## src/rtl/mem_fetch_arbiter.sv

```systemverilog
// Round-robin burst arbiter sharing one combinational-read memory port between
// the input-vector fetcher (req0) and the weight fetcher (req1).
// Optional feature: define MEM_ARB_PREEMPT_EN for MAX_BURST-beat grant slices.
module mem_fetch_arbiter #(
  parameter int ADDR_WIDTH = 16,
  parameter int DATA_WIDTH = 8,
  parameter int LEN_WIDTH  = 10
`ifdef MEM_ARB_PREEMPT_EN
  , parameter int MAX_BURST = 32
`endif
) (
  input  logic                  clk,
  input  logic                  rst_n,
  input  logic                  req0_valid,
  output logic                  req0_ready,
  input  logic [ADDR_WIDTH-1:0] req0_addr,
  input  logic [LEN_WIDTH-1:0]  req0_len,
  input  logic                  req1_valid,
  output logic                  req1_ready,
  input  logic [ADDR_WIDTH-1:0] req1_addr,
  input  logic [LEN_WIDTH-1:0]  req1_len,
  output logic                  rd0_valid,
  output logic [DATA_WIDTH-1:0] rd0_data,
  output logic                  rd0_last,
  output logic                  rd1_valid,
  output logic [DATA_WIDTH-1:0] rd1_data,
  output logic                  rd1_last,
  output logic [ADDR_WIDTH-1:0] mem_addr,
  input  logic [DATA_WIDTH-1:0] mem_data,
  output logic                  busy
);

  typedef enum logic {IDLE, BURST} state_t;

  state_t state_q, state_d;
  logic   grant_q, grant_d;
  logic   last_grant_q, last_grant_d;

  logic [1:0][ADDR_WIDTH-1:0] ctx_addr_q, ctx_addr_d;
  logic [1:0][LEN_WIDTH-1:0]  ctx_rem_q, ctx_rem_d;
  logic [ADDR_WIDTH-1:0]      mem_addr_q, mem_addr_d;
  logic [1:0]                 rd_valid_q, rd_valid_d;
  logic [1:0]                 rd_last_q, rd_last_d;
  logic [1:0][DATA_WIDTH-1:0] rd_data_q, rd_data_d;

  logic [1:0]                 req_valid;
  logic [1:0][ADDR_WIDTH-1:0] req_addr;
  logic [1:0][LEN_WIDTH-1:0]  req_len;
  logic [1:0]                 pending;
  logic                       pick;
  logic                       pick_valid;
  logic                       accept;
  logic [ADDR_WIDTH-1:0]      cur_addr;
  logic [LEN_WIDTH-1:0]       cur_rem;

`ifdef MEM_ARB_PREEMPT_EN
  localparam int SLICE_W = $clog2(MAX_BURST + 1);
  localparam logic [SLICE_W-1:0] SLICE_MAX = SLICE_W'(MAX_BURST);

  logic [1:0]         susp_q, susp_d;
  logic [SLICE_W-1:0] slice_cnt_q, slice_cnt_d;
  logic [SLICE_W-1:0] slice_next;
  logic               resume;
  logic               other_pending;
`endif

  assign req_valid = {req1_valid, req0_valid};
  assign req_addr  = {req1_addr, req0_addr};
  assign req_len   = {req1_len, req0_len};
  assign cur_addr  = ctx_addr_q[grant_q];
  assign cur_rem   = ctx_rem_q[grant_q];

`ifdef MEM_ARB_PREEMPT_EN
  // A suspended context competes like a live request but resumes without a handshake.
  assign pending       = req_valid | susp_q;
  assign resume        = pick_valid & susp_q[pick];
  assign accept        = pick_valid & ~resume;
  assign other_pending = req_valid[~grant_q] | susp_q[~grant_q];
  assign slice_next    = (slice_cnt_q == SLICE_MAX) ? slice_cnt_q : slice_cnt_q + 1'b1;
`else
  assign pending = req_valid;
  assign accept  = pick_valid;
`endif

  always_comb begin
    pick       = 1'b0;
    pick_valid = 1'b0;
    if (state_q == IDLE) begin
      if (pending[0] && pending[1]) begin
        pick       = ~last_grant_q;
        pick_valid = 1'b1;
      end else if (pending[0]) begin
        pick       = 1'b0;
        pick_valid = 1'b1;
      end else if (pending[1]) begin
        pick       = 1'b1;
        pick_valid = 1'b1;
      end
    end
  end

  // Ready is qualified by rst_n so the request side reads idle while reset is held.
  assign req0_ready = rst_n & accept & ~pick;
  assign req1_ready = rst_n & accept & pick;

  always_comb begin
    state_d      = state_q;
    grant_d      = grant_q;
    last_grant_d = last_grant_q;
    ctx_addr_d   = ctx_addr_q;
    ctx_rem_d    = ctx_rem_q;
    mem_addr_d   = mem_addr_q;
    rd_valid_d   = 2'b00;
    rd_last_d    = 2'b00;
    rd_data_d    = rd_data_q;
`ifdef MEM_ARB_PREEMPT_EN
    susp_d       = susp_q;
    slice_cnt_d  = slice_cnt_q;
`endif

    case (state_q)
      IDLE: begin
        if (pick_valid) begin
          grant_d      = pick;
          last_grant_d = pick;
`ifdef MEM_ARB_PREEMPT_EN
          slice_cnt_d  = '0;
          if (resume) begin
            susp_d[pick] = 1'b0;
            state_d      = BURST;
          end else
`endif
          begin
            ctx_addr_d[pick] = req_addr[pick];
            ctx_rem_d[pick]  = req_len[pick];
            if (req_len[pick] != '0) begin
              state_d = BURST;
            end
          end
        end
      end

      BURST: begin
        mem_addr_d             = cur_addr;
        ctx_addr_d[grant_q]    = cur_addr + 1'b1;
        ctx_rem_d[grant_q]     = cur_rem - 1'b1;
        rd_valid_d[grant_q]    = 1'b1;
        rd_data_d[grant_q]     = mem_data;
        rd_last_d[grant_q]     = (cur_rem == LEN_WIDTH'(1));
`ifdef MEM_ARB_PREEMPT_EN
        slice_cnt_d            = slice_next;
`endif
        if (cur_rem == LEN_WIDTH'(1)) begin
          state_d = IDLE;
        end
`ifdef MEM_ARB_PREEMPT_EN
        else if (slice_next == SLICE_MAX && other_pending) begin
          susp_d[grant_q] = 1'b1;
          state_d         = IDLE;
        end
`endif
      end

      default: state_d = IDLE;
    endcase
  end

  always_ff @(posedge clk or negedge rst_n) begin
    if (!rst_n) begin
      state_q      <= IDLE;
      grant_q      <= 1'b0;
      last_grant_q <= 1'b1;
      ctx_addr_q   <= '0;
      ctx_rem_q    <= '0;
      mem_addr_q   <= '0;
      rd_valid_q   <= 2'b00;
      rd_last_q    <= 2'b00;
      rd_data_q    <= '0;
`ifdef MEM_ARB_PREEMPT_EN
      susp_q       <= 2'b00;
      slice_cnt_q  <= '0;
`endif
    end else begin
      state_q      <= state_d;
      grant_q      <= grant_d;
      last_grant_q <= last_grant_d;
      ctx_addr_q   <= ctx_addr_d;
      ctx_rem_q    <= ctx_rem_d;
      mem_addr_q   <= mem_addr_d;
      rd_valid_q   <= rd_valid_d;
      rd_last_q    <= rd_last_d;
      rd_data_q    <= rd_data_d;
`ifdef MEM_ARB_PREEMPT_EN
      susp_q       <= susp_d;
      slice_cnt_q  <= slice_cnt_d;
`endif
    end
  end

  // The live address comes straight from the context; the register only holds it across IDLE.
  assign mem_addr = (state_q == BURST) ? cur_addr : mem_addr_q;

  assign rd0_valid = rd_valid_q[0];
  assign rd1_valid = rd_valid_q[1];
  assign rd0_last  = rd_last_q[0];
  assign rd1_last  = rd_last_q[1];
  assign rd0_data  = rd_data_q[0];
  assign rd1_data  = rd_data_q[1];

`ifdef MEM_ARB_PREEMPT_EN
  assign busy = (state_q != IDLE) | (|rd_valid_q) | (|susp_q);
`else
  assign busy = (state_q != IDLE) | (|rd_valid_q);
`endif

endmodule
```

## config.mk

```make
export PLATFORM = sky130hd
export DESIGN_NAME = mem_fetch_arbiter
export DESIGN_NICKNAME = d
export VERILOG_FILES = /design/src/rtl/mem_fetch_arbiter.sv
export SDC_FILE = /design/constraint.sdc
export NUM_CORES = 1
export LEC_CHECK = 0
export ABC_AREA = 0
export ABC_CLOCK_PERIOD_IN_PS = 3500
export CELL_PAD_IN_SITES_DETAIL_PLACEMENT = 0
export CELL_PAD_IN_SITES_GLOBAL_PLACEMENT = 1
export CORE_UTILIZATION = 39
export DETAILED_ROUTE_END_ITERATION = 7
export PLACE_DENSITY_LB_ADDON = 0.1
export SETUP_SLACK_MARGIN = 0.05
export SYNTH_ARGS = -nofsm -noshare
export SYNTH_HDL_FRONTEND = slang
export SYNTH_SLANG_ARGS = --single-unit
```

## constraint.sdc

```tcl
create_clock -name clk -period 3.5 [get_ports clk]
set_input_delay 0.525 -clock clk [delete_from_list [all_inputs] [get_ports clk]]
set_output_delay 0.525 -clock clk [all_outputs]
set_load 0.005 [all_outputs]
```

Word level (Yosys, flattened, before mapping). Cells that the tools add are included.

$add $sub $neg: 2. Magnitude comparators: 4. Equality and inequality tests: 2. Multiplexer cells: 43. Bitwise logic cells: 8. Reduce and logical (&&, ||, !) cells: 6.

Operators by type and width (count): two-way mux 16 bit (7); bitwise mux 32 bit (2); case mux 32 bit (2 select lines) (1); two-way mux 10 bit (6); bitwise mux 20 bit (2); case mux 20 bit (2 select lines) (1); demux 16 bit (select 1 bit) (2); two-way mux 32 bit (1); demux 10 bit (select 1 bit) (2); two-way mux 20 bit (1); adder 16 x 1 -> 16 bit (second input constant) (1); bitwise mux 16 bit (1); two-way mux 1 bit (11); == test 10 x 1 -> 1 bit (second input constant) (1); nonzero test 10 bit (1); subtractor 10 x 1 -> 10 bit (second input constant) (1); demux 8 bit (select 1 bit) (1); two-way mux 8 bit (1); less-than comparator 1 x 2 -> 1 bit (second input constant) (2); two-way mux 2 bit (2); bitwise AND 1 bit (3); logical AND 1 bit (3); NOT 1 bit (3); bitwise AND 2 bit (1); other kinds (7) (8).

Flip-flop bits (word level): 91. Input bits: 64. Output and inout bits: 39.

Depth between registers and ports, before layout.
Word-level depth: 11. Gate-level depth with buffers: 11. Gate-level depth less buffers: 7.

Least setup slack after synthesis. Ideal clock, no wire load.

Path type: register -> register. From: reg grant_q. To: reg ctx_addr_q[10] (netlist bit). Setup time: 126 ps. Arrival time: 2358 ps. Data required time: 3374 ps. Setup slack: 1016 ps. Cell stages (with the launch flop): 12. Path buffers: 4. Cells stage by stage: dfrtp_1 buf_6 buf_2 buf_2 mux2_2 ha_1 nand4b_1 a221oi_2 buf_2 and2_1 o21ai_1 a221o_1.

Word-level cells in the longest chain between the ends: 6.

Ends and longest elaborated chain: start, declared (line 36) `logic grant_q, grant_d;`; start signal, assigned (line 185) `grant_q <= grant_d;`; parallel branches: the longest is 4 deep, another holds adder 16 x 1 -> 16 bit; bitwise mux 32 bit (*) (line 145) `ctx_addr_d[grant_q] = cur_addr + 1'b1;`; case mux 32 bit (2 select lines) (*) (line 121) `case (state_q)`; end signal, assigned (line 187) `ctx_addr_q <= ctx_addr_d;`; end, declared (line 39) `logic [1:0][ADDR_WIDTH-1:0] ctx_addr_q, ctx_addr_d;`.

Mark *: on every way between the ends. The select of a mux whose other input is x is not followed. A chain may end at the register's enable or synchronous reset.

Worst setup path after layout.
From: reg grant_q. To: out mem_addr[6].

Word-level cells in the longest chain between the ends: 3.

Ends and longest elaborated chain: two-way mux 16 bit (implied by the code) (2 in series) (line 70) `assign cur_addr = ctx_addr_q[grant_q];`; two-way mux 16 bit; end, declared (line 28) `output logic [ADDR_WIDTH-1:0] mem_addr,`.

Every way passes these cells. The select of a mux whose other input is x is not followed.

==> qor_table.md <==
| Metric | Reported |
|:---|:---|
| Vias per cell | 5.67 |
| Kind of cell with the highest combined delay on the critical path | buffers and inverters |
| Count of state elements after synthesis | 91 |
| Total via count after detailed routing | 4516 |
| First DRT Iteration DRCs | 209 |
| Number of synthesized flops with an enable pin | 0 |
| Leakage power | 2.72 nW |
| Internal Pwr Total | 3.48 mW |
| Synthesized area divided by synthesized cell count | 9.13 µm² |
| Final cycle utilization of the critical path | 82.4% |
| Post-Layout Inst Area | 6380 µm² |
| Number of library cell types mapped by synthesis | 67 |
| Worst hold slack | 32.1 ps |
| Final core utilization | 52.7% |
| Net Sw Frac | 39.5% |
| Final count of hold timing violations | 0 |
| Initial Utilization | 40.3% |
| Slew @ Worst Pin | 1120 ps |
| Final critical delay including setup and external delays | 2880 ps |
| Top achievable clock speed | 347 MHz |
| Post-synthesis net count | 601 |
| Placed insts | 781 |
| Number of failing setup endpoints in the final timing report | 0 |
| Worst rel slew slack | 25.0% |
| Share of the yosys chip area belonging to registers | 46.7% |
| Total Power | 5.75 mW |
| Synth Instances | 534 |
| Count of unresolved DRC violations after routing | 0 |
| Gpl congestion | 0.851 |
| Number of top-level design ports | 103 |
| Estimated wirelength of the detail-placed design | 10300 µm |
| Clock H-tree levels | 3 |
| Crit Reg-Reg Startpoint | grant_q |
| Part of the total power dissipated in combinational logic | 46.7% |
| Global-route wire length before repair | 23900 µm |
| Filler cells | 1160 |
| Cell Area, Synth | 4880 µm² |
| TritonCTS buffer count | 9 |
| DRT antenna net count | 0 |
| Number of input and output port buffers inserted | 102 |
| Reg-to-reg slack, setup | 1020 ps |
| Sum of overflow across all layers after global routing | 0 |
| Die X-Extent | 114 µm |
| Clock Pin Slew Worst Setup and Hold Paths | 70 ps |
| Slowest cell on the critical path | mux2i_1 |
| RSZ-0062 raised after global routing | false |
| Async S/R FF share, synth | 100% |
| Largest vdd supply drop | 0.000430 V |
| Die Area | 13000 µm² |
| Clock tree from TritonCTS | yes |
| Terminus of the critical flop-to-flop path | ctx_addr_q[10] |
| Combined buffer and inverter count along the critical path | 2 |
| Row cnt | 40 |
| Total of cells resized after clock tree synthesis | 0 |
| Arrival @ worst endpoint | 2360 ps |
| Maximum fanout encountered on the critical timing path | 27 |
| Fraction of final layout cells with drive strength greater than 1 | 7.47% |
| Mean routed wirelength per cell | 18.7 µm |
| WS Path Type | reg2out |
| Setup Buffers After CTS | 0 |
| Global routing usage summed across all routing layers | 24.2% |
| Initial antenna violation count | 0 |
| Via count of the first global-routing pass | 4419 |
| Top FF cell, synth | dfrtp_1 |
| Peak per-stage delay on the critical path | 590 ps |
| Endpoint kind of the worst setup timing path | output pin |
| N_diodes | 0 |
| Setup slack at placement | 748 ps |
| Dominant cell type by area after synthesis | dfrtp_1 |
| Area inside the core boundary | 12100 µm² |
| Count of nets after finishing | 691 |
| Drt first pass iters | 5 |
| Slack of the critical path | 617 ps |
| Post-place instance area | 6040 µm² |
| Drt total wl | 14900 µm |
| Critical path data required time | 2970 ps |
| Vertical die dimension | 114 µm |
| CP Cell Sequence | buf_4 > mux2i_1 > a21oi_1 > clkdlybuf4s50_1 |
| Power per Cell Area | 900 nW/µm² |
| Post-Layout Cell Count | 797 |
| Largest net degree at the start of global routing | 51 |
| Clk_lat worst skew | 350 ps |
| Total count of max-transition violations in the final report | 0 |
| HP Class | in2async |
| Clock buffer depth | 2 |
| Register share of total power | 33.6% |
| CTS sink cnt | 91 |
| Hold Buf Count CTS | 0 |
| Worst Reg2Reg Path Length in Cells | 8 |
| Power share of the clock group | 19.7% |
| Sum of negative setup slack | 0 ps |
| Startpoint types | register |
| Cells taking the most area after synthesis | dfrtp_1, nand2_1, a21oi_1 |
| Maximum clock skew at final layout | 10.6 ps |
| Sw Pwr | 2.27 mW |
| Area added between synthesis and finish | 30.9% |
| Outcome | finished, final reports clean |
| Clock tree root driver cell | clkbuf_16 |
| Count of synthesis-stage warnings from yosys | 0 |
| Area share of the leading cell type in the synthesized netlist | 46.2% |
| Max-Cap Viols | 0 |
==> cell families (layout without fill, tap and decap cells) <==
kind of cell / Yosys count / count (layout) / synth area share [%]
DFF: 91 / 91 / 46.7
AOI/OAI and AO/OA: 166 / 166 / 23.6
buffers and inverters: 41 / 136 / 3.77
and+or+nand+nor: 212 / 212 / 20.8
adders and majority gates: 3 / 3 / 0.770
xor gates and xnor gates: 2 / 2 / 0.359
muxes: 19 / 19 / 4.00
==> Yosys cell counts, types with 5 or more instances <==
cell type and n:
a31oi_1 10, clkbuf_1 16, o21ai_0 20, nand2_1 87, and3_1 6, nor3_1 13
dfrtp_1 90, a21o_1 6, nand3_1 7, nor2_1 47, buf_1 6, a21oi_1 57
buf_2 12, nor2b_1 6, o21ai_1 7, a221o_1 14, o21a_1 6, nand2b_1 5
nor4_1 8, nor3b_1 6, mux2i_1 15, and2_1 6
==> registers in the layout, summed over array words and instances, names as in the netlist <==
| name | cells |
|---|---|
| ctx_addr_q | 32 |
| ctx_rem_q | 20 |
| mem_addr_q | 16 |
| rd0_data | 8 |
| rd1_data | 8 |
| rd_last_q | 2 |
| rd_valid_q | 2 |
| grant_q | 1 |
| last_grant_q | 1 |
| state_q | 1 |
==> layout make-up <==
class	count	area [µm²]	area share, %
clock buffer	11	243	3.80
clock inverter	5	100	1.57
inverter	5	18.8	0.294
multi-input combinational	402	2420	37.9
sequential	91	2280	35.7
tap	168	210	3.29
timing repair buffer	115	1120	17.5
==> placed cells by master, fill, tap and decap left out, drive strengths merged, types with 3 or more instances in the layout <==
cell / instances
a21o: 6
a21oi: 57
a221o: 14
a221oi: 4
a22oi: 4
a311oi: 4
a31oi: 10
a32oi: 3
a41oi: 3
and2: 6
and3: 6
buf: 14
bufinv: 3
clkbuf: 11
clkdlybuf4s50: 101
dfrtp: 90
ha: 3
inv: 5
mux2: 4
mux2i: 15
nand2: 87
nand2b: 5
nand3: 7
nand4: 5
nand4b: 4
nor2: 48
nor2b: 6
nor3: 13
nor3b: 6
nor4: 8
o211ai: 4
o21a: 6
o21ai: 27
o22ai: 5
o311ai: 3
==> power by group through the flow <==
stage | Sequential (mW) | Combinational [mW] | Clock, mW
2_1_floorplan | 1.80 | 1.69 | 0
3_3_place_gp | 1.91 | 2.64 | 0
3_5_place_dp | 1.94 | 2.70 | 0
4_1_cts | 1.92 | 2.71 | 1.16
5_1_grt | 1.99 | 2.96 | 1.20
6_report | 1.93 | 2.68 | 1.13
==> layer usage <==
layer | vias up | GRT usage (%) | wire length (µm)
li1 | 2139 | - | -
met1 | 2223 | 31.1 | 6610
met2 | 136 | 40.7 | 7240
met3 | 18 | 4.36 | 781
met4 | 0 | 9.35 | 286
met5 | - | 0 | 0
==> worst reg2reg max path, cell delays in order (launching register included) <==
cell and delay, ps:
dfrtp_1 420, mux2_2 260, ha_1 290, nand4b_1 150
a221oi_2 480, buf_4 230, and2_1 160, o21ai_1 70
a221o_1 310
==> worst max path at each step <==
stage                    start        endpoint  slack, ps  depth (start not counted)
global placement    req1_valid  ctx_addr_q[21]        830                          6
detailed placement  req1_valid  ctx_addr_q[21]        750                          6
finish                 grant_q     mem_addr[6]        620                          4
CTS                    grant_q     mem_addr[6]        610                          4
global route           grant_q     mem_addr[6]        500                          4
floorplan              grant_q  ctx_addr_q[10]       1020                         11
(Power assumes the default switching activity.)
